**config.mk**
```make
export PLATFORM = sky130hd
export DESIGN_NAME = rgb2luma_stats
export DESIGN_NICKNAME = d
export VERILOG_FILES = /design/src/rtl/rgb2luma_stats.sv
export SDC_FILE = /design/constraint.sdc
export NUM_CORES = 1
export LEC_CHECK = 0
export ABC_AREA = 1
export CORE_MARGIN = 4
export CORE_UTILIZATION = 42
export DETAILED_ROUTE_END_ITERATION = 8
export PLACE_DENSITY = 0.6
export REMOVE_ABC_BUFFERS = 1
export SETUP_SLACK_MARGIN = 0.4
export SYNTH_ARGS = -nofsm -noshare
export SYNTH_HDL_FRONTEND = slang
export SYNTH_SLANG_ARGS = --single-unit
```
**constraint.sdc**
```tcl
create_clock -name clk -period 7.1 [get_ports clk]
set_clock_uncertainty 0.2 [all_clocks]
set_input_delay 1.42 -clock clk [delete_from_list [all_inputs] [get_ports clk]]
set_output_delay 1.42 -clock clk [all_outputs]
set_load 0.01 [all_outputs]
```
**src/rtl/rgb2luma_stats.sv**
```systemverilog
// RGB to BT.601 luma, three-stage pipeline with delay-matched syncs,
// plus per-frame pixel count / min / max latched on each vs_o rising edge.
//
// state   | meaning
// UNARMED | waiting for the first frame boundary; the partial frame is discarded
// ARMED   | every frame boundary publishes the statistics
module rgb2luma_stats #(
  parameter int COEF_R   = 77,
  parameter int COEF_G   = 150,
  parameter int COEF_B   = 29,
  parameter int CNT_BITS = 22
) (
  input  logic                clk,
  input  logic                rst,
  input  logic [7:0]          red_i,
  input  logic [7:0]          green_i,
  input  logic [7:0]          blue_i,
  input  logic                dv_i,
  input  logic                hs_i,
  input  logic                vs_i,
  output logic [7:0]          y_o,
  output logic                dv_o,
  output logic                hs_o,
  output logic                vs_o,
  output logic [CNT_BITS-1:0] frame_cnt_o,
  output logic [7:0]          frame_min_o,
  output logic [7:0]          frame_max_o,
  output logic                stats_valid_o
);

  localparam logic [15:0] CR = {8'd0, COEF_R[7:0]};
  localparam logic [15:0] CG = {8'd0, COEF_G[7:0]};
  localparam logic [15:0] CB = {8'd0, COEF_B[7:0]};

  typedef enum logic {UNARMED = 1'b0, ARMED = 1'b1} state_t;

  logic [15:0] prod_r_q, prod_g_q, prod_b_q;
  logic [17:0] sum_q;
  logic [17:0] rnd;
  logic [7:0]  y_q, y_d;
  logic [2:0]  sync1_q, sync2_q, sync3_q;
  logic        vs_prev_q;
  logic        boundary;

  state_t                state_q, state_d;
  logic [CNT_BITS-1:0]   cnt_q, cnt_d, cnt_inc;
  logic [7:0]            min_q, min_d, min_inc;
  logic [7:0]            max_q, max_d, max_inc;
  logic [CNT_BITS-1:0]   fcnt_q, fcnt_d;
  logic [7:0]            fmin_q, fmin_d, fmax_q, fmax_d;
  logic                  svalid_q, svalid_d;

  // Rounding adds half an LSB before the >>8; saturation only matters for
  // coefficient sets whose sum exceeds 256.
  assign rnd = sum_q + 18'd128;
  always_comb begin
    y_d = '0;
    if (sync2_q[2]) y_d = (|rnd[17:16]) ? 8'hFF : rnd[15:8];
  end

  always_ff @(posedge clk) begin
    if (rst) begin
      prod_r_q <= '0;
      prod_g_q <= '0;
      prod_b_q <= '0;
      sum_q    <= '0;
      y_q      <= '0;
      sync1_q  <= '0;
      sync2_q  <= '0;
      sync3_q  <= '0;
    end else begin
      prod_r_q <= dv_i ? {8'd0, red_i}   * CR : '0;
      prod_g_q <= dv_i ? {8'd0, green_i} * CG : '0;
      prod_b_q <= dv_i ? {8'd0, blue_i}  * CB : '0;
      sum_q    <= {2'b00, prod_r_q} + {2'b00, prod_g_q} + {2'b00, prod_b_q};
      y_q      <= y_d;
      sync1_q  <= {dv_i, hs_i, vs_i};
      sync2_q  <= sync1_q;
      sync3_q  <= sync2_q;
    end
  end

  assign y_o  = y_q;
  assign dv_o = sync3_q[2];
  assign hs_o = sync3_q[1];
  assign vs_o = sync3_q[0];

  assign boundary = vs_o & ~vs_prev_q;
  assign cnt_inc  = (dv_o && cnt_q != '1) ? cnt_q + CNT_BITS'(1) : cnt_q;
  assign min_inc  = (dv_o && y_q < min_q) ? y_q : min_q;
  assign max_inc  = (dv_o && y_q > max_q) ? y_q : max_q;

  always_comb begin
    state_d  = state_q;
    svalid_d = 1'b0;
    fcnt_d   = fcnt_q;
    fmin_d   = fmin_q;
    fmax_d   = fmax_q;
    cnt_d    = cnt_inc;
    min_d    = min_inc;
    max_d    = max_inc;
    if (boundary) begin
      state_d = ARMED;
      cnt_d   = '0;
      min_d   = 8'hFF;
      max_d   = 8'h00;
      if (state_q == ARMED) begin
        svalid_d = 1'b1;
        fcnt_d   = cnt_inc;
        fmin_d   = min_inc;
        fmax_d   = max_inc;
      end
    end
  end

  always_ff @(posedge clk) begin
    if (rst) begin
      state_q   <= UNARMED;
      vs_prev_q <= 1'b0;
      cnt_q     <= '0;
      min_q     <= 8'hFF;
      max_q     <= 8'h00;
      fcnt_q    <= '0;
      fmin_q    <= 8'hFF;
      fmax_q    <= 8'h00;
      svalid_q  <= 1'b0;
    end else begin
      state_q   <= state_d;
      vs_prev_q <= vs_o;
      cnt_q     <= cnt_d;
      min_q     <= min_d;
      max_q     <= max_d;
      fcnt_q    <= fcnt_d;
      fmin_q    <= fmin_d;
      fmax_q    <= fmax_d;
      svalid_q  <= svalid_d;
    end
  end

  assign frame_cnt_o   = fcnt_q;
  assign frame_min_o   = fmin_q;
  assign frame_max_o   = fmax_q;
  assign stats_valid_o = svalid_q;

endmodule

```
# Word-level counts from Yosys, hierarchy flattened
# Index checks and enable logic that the tools add are counted.
# Widths: inputs -> output; s select.
[totals]
regBits = 162
in_bits = 29
out_inout_bits = 50
elab_cells = 49
[classes]
add_sub_neg = 4
mul = 3
n_lt_le_gt_ge = 2
n_eq_ne = 1
muxes = 5
bitwise = 5
reduce_logical = 9
[ops]
columns = ["cell", "count"]
rows = [
  ["$mul 8x7->15 const B", 2],
  ["$mux 8", 3],
  ["$add 22x1->22 const B", 1],
  ["$mux 22", 1],
  ["$ne 22x22->1 const B", 1],
  ["$add 17x16->18", 1],
  ["$add 18x8->18 const B", 1],
  ["$add 16x16->17", 1],
  ["$mul 8x5->13 const B", 1],
  ["$reduce_or 2->1", 5],
  ["$gt 8x8->1", 1],
  ["$lt 8x8->1", 1],
  ["$not 1->1", 4],
  ["$logic_and 1x1->1", 3],
  ["$reduce_and 2->1", 1],
  ["$and 1x1->1", 1],
  ["$mux 1", 1],
]

# Longest topological paths before layout
[depth]
depth_word = 4
ltp_mapped = 15
mapped_depth_nobuf = 15

# Worst setup path after synthesis
# OpenSTA, ideal clock, no wires.
[synth_timing]
path_kind = "input -> register"
from = "in red_i[4]"
to = "reg prod_r_q[8]"
arrival_time_ps = 3993
required_ps = 6780
path_slack_ps = 2787
path_stages = 12
path_buffers = 0
path_cell_list = "ha_1 ha_1 inv_1 fa_1 fa_1 inv_1 ha_1 a21oi_1 a21boi_0 inv_1 o21ai_0 a21oi_1"
[synth_between]
elab_chain_len = 1
[synth_lines]
columns = ["item", "line_no", "source"]
rows = [
  ["from (decl)", "15", "input logic [7:0] red_i,"],
  ["$mul 8x7->15", "72", "prod_r_q <= dv_i ? {8'd0, red_i} * CR : '0;"],
  ["to (signal assigned)", "72", ""],
  ["to (decl)", "37", "logic [15:0] prod_r_q, prod_g_q, prod_b_q;"],
]
# No other way between the ends.
# A chain may end at the register's enable or synchronous reset.

# Final worst setup path
[layout_timing]
from = "in red_i[5]"
to = "reg prod_r_q[8]"
# The elaborated chain is that of the path after synthesis.

==> key figures <==
Drt
  • Post-DR wirelength/cell: approximately 12 um
  • DRT Pass-1 Iters: 5
  • Residual DRC count: 0
  • Post-Route WL: approximately 21,000 um
  • Iter 0 DRT Violations: 413
  • Vias/cell: about 4.7
  • Detail Route Antenna Nets: 0
  • DR vias: 8,138

STA
  • RSZ-0062 raised after global routing: no
  • Post-route setup slack: 2.39 ns
  • Slew margin rel.: 29.7%
  • Fmax: 212 MHz
  • Period utilisation layout: 66.4%
  • Crit path time final: 4.71 ns
  • Fin. Hold Viols: 0
  • Final setup fails: 0
  • Worst Tran Pin Value: 1.05 ns
  • TNS Setup: 0 ns
  • Max-slew violations: 0

Floorplan
  • # IOs: 79
  • Initial Utilization: 42.6%
  • Row count: 56
  • Core ar.: 23,400 um2
  • Vert. Die Dim: 162 um
  • DIE AREA: 26,300 um2
  • Die X-Extent: 162 um

Power
  • Logic pwr share: between 20 and 30%
  • Sw Ratio: around 33%
  • PD cells: 224 nW/um2
  • Internal Power: 0.00174 W
  • Clk pwr share: 35.0%
  • Max IR drop VDD: 0.131 mV
  • Psw: approximately 0.00087 W
  • Power Total: roughly 0.0026 W
  • Leak: 5.62 nW
  • Flop pwr share: 35.6%

Clock tree
  • Clock sinks: 149
  • CTS max path bufs: 2
  • CTS tree: yes
  • CTS Buf Count: 17
  • Post-CTS Setup Bufs: 0
  • Root Driver: clkbuf_16
  • Hold_buf cts: 0
  • Worst skew pair latency: 0.42 ns
  • Post-CTS Resized: 0
  • CTS clk-pin slew, worst paths: approximately 0.060 ns
  • CTS H-tree lvls: 4

Final layout
  • Area growth from synthesis to layout: 16.9%
  • Commonest non-fill, non-tap cell in the layout: nand2_1
  • Diodes inserted: 0
  • Fillers: 2,359
  • Commonest cells after routing, fill and taps aside: nand2_1, inv_1, dfxtp_1, ha_1, nor2_1
  • Final Net Count: 1,602
  • Layout cells sized above 1: 4.66%

Logic synthesis
  • Post-Syn Area: ~10000 um2
  • #FFs+latches synth: 149
  • Yosys Warn Count: 0
  • Synth area leader: dfxtp_1
  • Area share of the largest cell type after synthesis: between 20 and 30%
  • Post-synthesis sequential area ratio: 29.9%
  • Synth Area per Inst: 7.51 um2
  • Netlist cell types: 40
  • Area contributors post-synth: dfxtp_1, ha_1, nand2_1
  • Post-Syn Instances: 1,329

Setup path
  • Setup Crit Path Kind: input pin to register
  • Worst endpoint required time: 7.19 ns
  • Crit start category: input pin
  • Worst-path maximum fanout: 6
  • Critical Path End Type: register
  • Worst r2r path cells: 11
  • Flop2flop setup slack: 4.57 ns
  • Crit path arrival time: 4.80 ns

Global route
  • Total gr overflow: 0
  • Initial antenna violation count: 0
  • First-pass GRT wire length: approximately 36,000 um
  • Vias in the first global route: 7,947
  • Largest net degree at the start of global routing: 70
  • Total GRT Usage: around 16%

Place
  • GPL Wtd Cong: 0.871
  • Post-DP HPWL: around 16,000 um
  • Dpl ws: 2.05 ns
  • PortBufs: 78

Min path
  • Worst min-delay path category: register to register
  • Cells on Worst Hold Path: 2

Run status
  • Outcome: finished clean

Run
  • # Max-Cap Violations: 0
[final timing paths]
path | start | to
hold reg to reg | sync2_q[0] | sync3_q[0]
hold / removal | sync2_q[0] | sync3_q[0]
setup reg to reg | prod_r_q[3] | sum_q[14]
setup / recovery | red_i[5] | prod_r_q[8]
[critical path, stage by stage]
cell and delay [ns]:
clkdlybuf4s50_1 0.57, ha_1 0.27, ha_1 0.27, inv_1 0.05, fa_1 0.50, fa_1 0.51, inv_1 0.04, ha_1 0.35
a21oi_1 0.17, a21boi_0 0.29, inv_1 0.10, o21ai_0 0.20, a21oi_1 0.06
[registers in the layout (all words and copies together), names as in the netlist]
| register | count |
|---|---|
| cnt_q | 22 |
| frame_cnt_o | 22 |
| prod_g_q | 15 |
| prod_r_q | 15 |
| prod_b_q | 13 |
| sum_q | 10 |
| frame_max_o | 8 |
| frame_min_o | 8 |
| max_q | 8 |
| min_q | 8 |
| y_o | 8 |
| sync1_q | 3 |
| sync2_q | 3 |
| sync3_q | 3 |
| state_q | 1 |
| stats_valid_o | 1 |
| vs_prev_q | 1 |
[Yosys cell counts]
library cell	n
fa_1	38
a31oi_1	2
nand3_1	90
nand2_2	20
nand2_4	2
clkbuf_1	15
buf_1	1
dfxtp_1	149
or2_2	1
a211oi_1	1
a21oi_1	104
inv_1	225
nor3b_1	1
buf_2	5
o211a_1	1
nor3_1	7
o21bai_1	4
a21o_1	7
and2_0	1
a31oi_2	1
nor3_2	1
a21boi_0	2
nor2_1	129
clkinv_1	1
xnor2_1	8
nor2_4	2
o21a_1	32
inv_4	1
inv_2	2
o21ai_0	37
ha_1	131
nand2_1	267
nand3b_1	2
xor2_1	15
buf_6	3
nand4_1	16
buf_4	1
nor4_1	1
nand3_2	2
o31ai_1	1
[logic make-up after synthesis]
group	after synthesis	synth area share, %
and+or+nand+nor	542	23.2
AOI/OAI and AO/OA	192	11.0
xor gates and xnor gates	23	2.02
buffers and inverters	254	9.90
DFF	149	29.9
adders and majority gates	169	24.0
[area by class of cell]
class,count,area (um2),area share [%]
clock buffers,18,429,3.68
clock inverters,13,176,1.51
inverters,229,862,7.39
multi-input cells,926,6020,51.6
flip-flops and latches,149,2980,25.6
well taps,319,399,3.42
repair buffers,81,803,6.88
[power by group through the flow]
stage | clock, W | combinational [W] | sequential [W]
after floorplan | 0 | 0.000583 | 0.000939
after global placement | 0 | 0.000763 | 0.000950
after detailed placement | 0 | 0.000770 | 0.000951
after CTS | 0.000938 | 0.000778 | 0.000932
after global routing | 0.000974 | 0.000908 | 0.000939
final | 0.000913 | 0.000768 | 0.000931
[metrics by stage]
stage	instances	util [%]	cell area, um2	hold slack (ns)
3_5_place_dp	1704	47.3	11100	0.196
3_3_place_gp	1704	47.3	11100	0.190
4_1_cts	1735	49.9	11700	0.201
6_report	1735	49.9	11700	0.196
5_1_grt	1735	49.9	11700	0.217
2_1_floorplan	1304	-	9850	0.188
[layer usage]
metal / global-route usage [%] / up-vias / share of wire [%]
li1: - / 4398 / -
met3: 2.89 / 20 / 2.9
met2: 28.7 / 87 / 48
met4: 4.11 / 0 / 1.2
met1: 21.0 / 3633 / 48
met5: 0 / - / 0
Power figures use the tool's default switching activity.
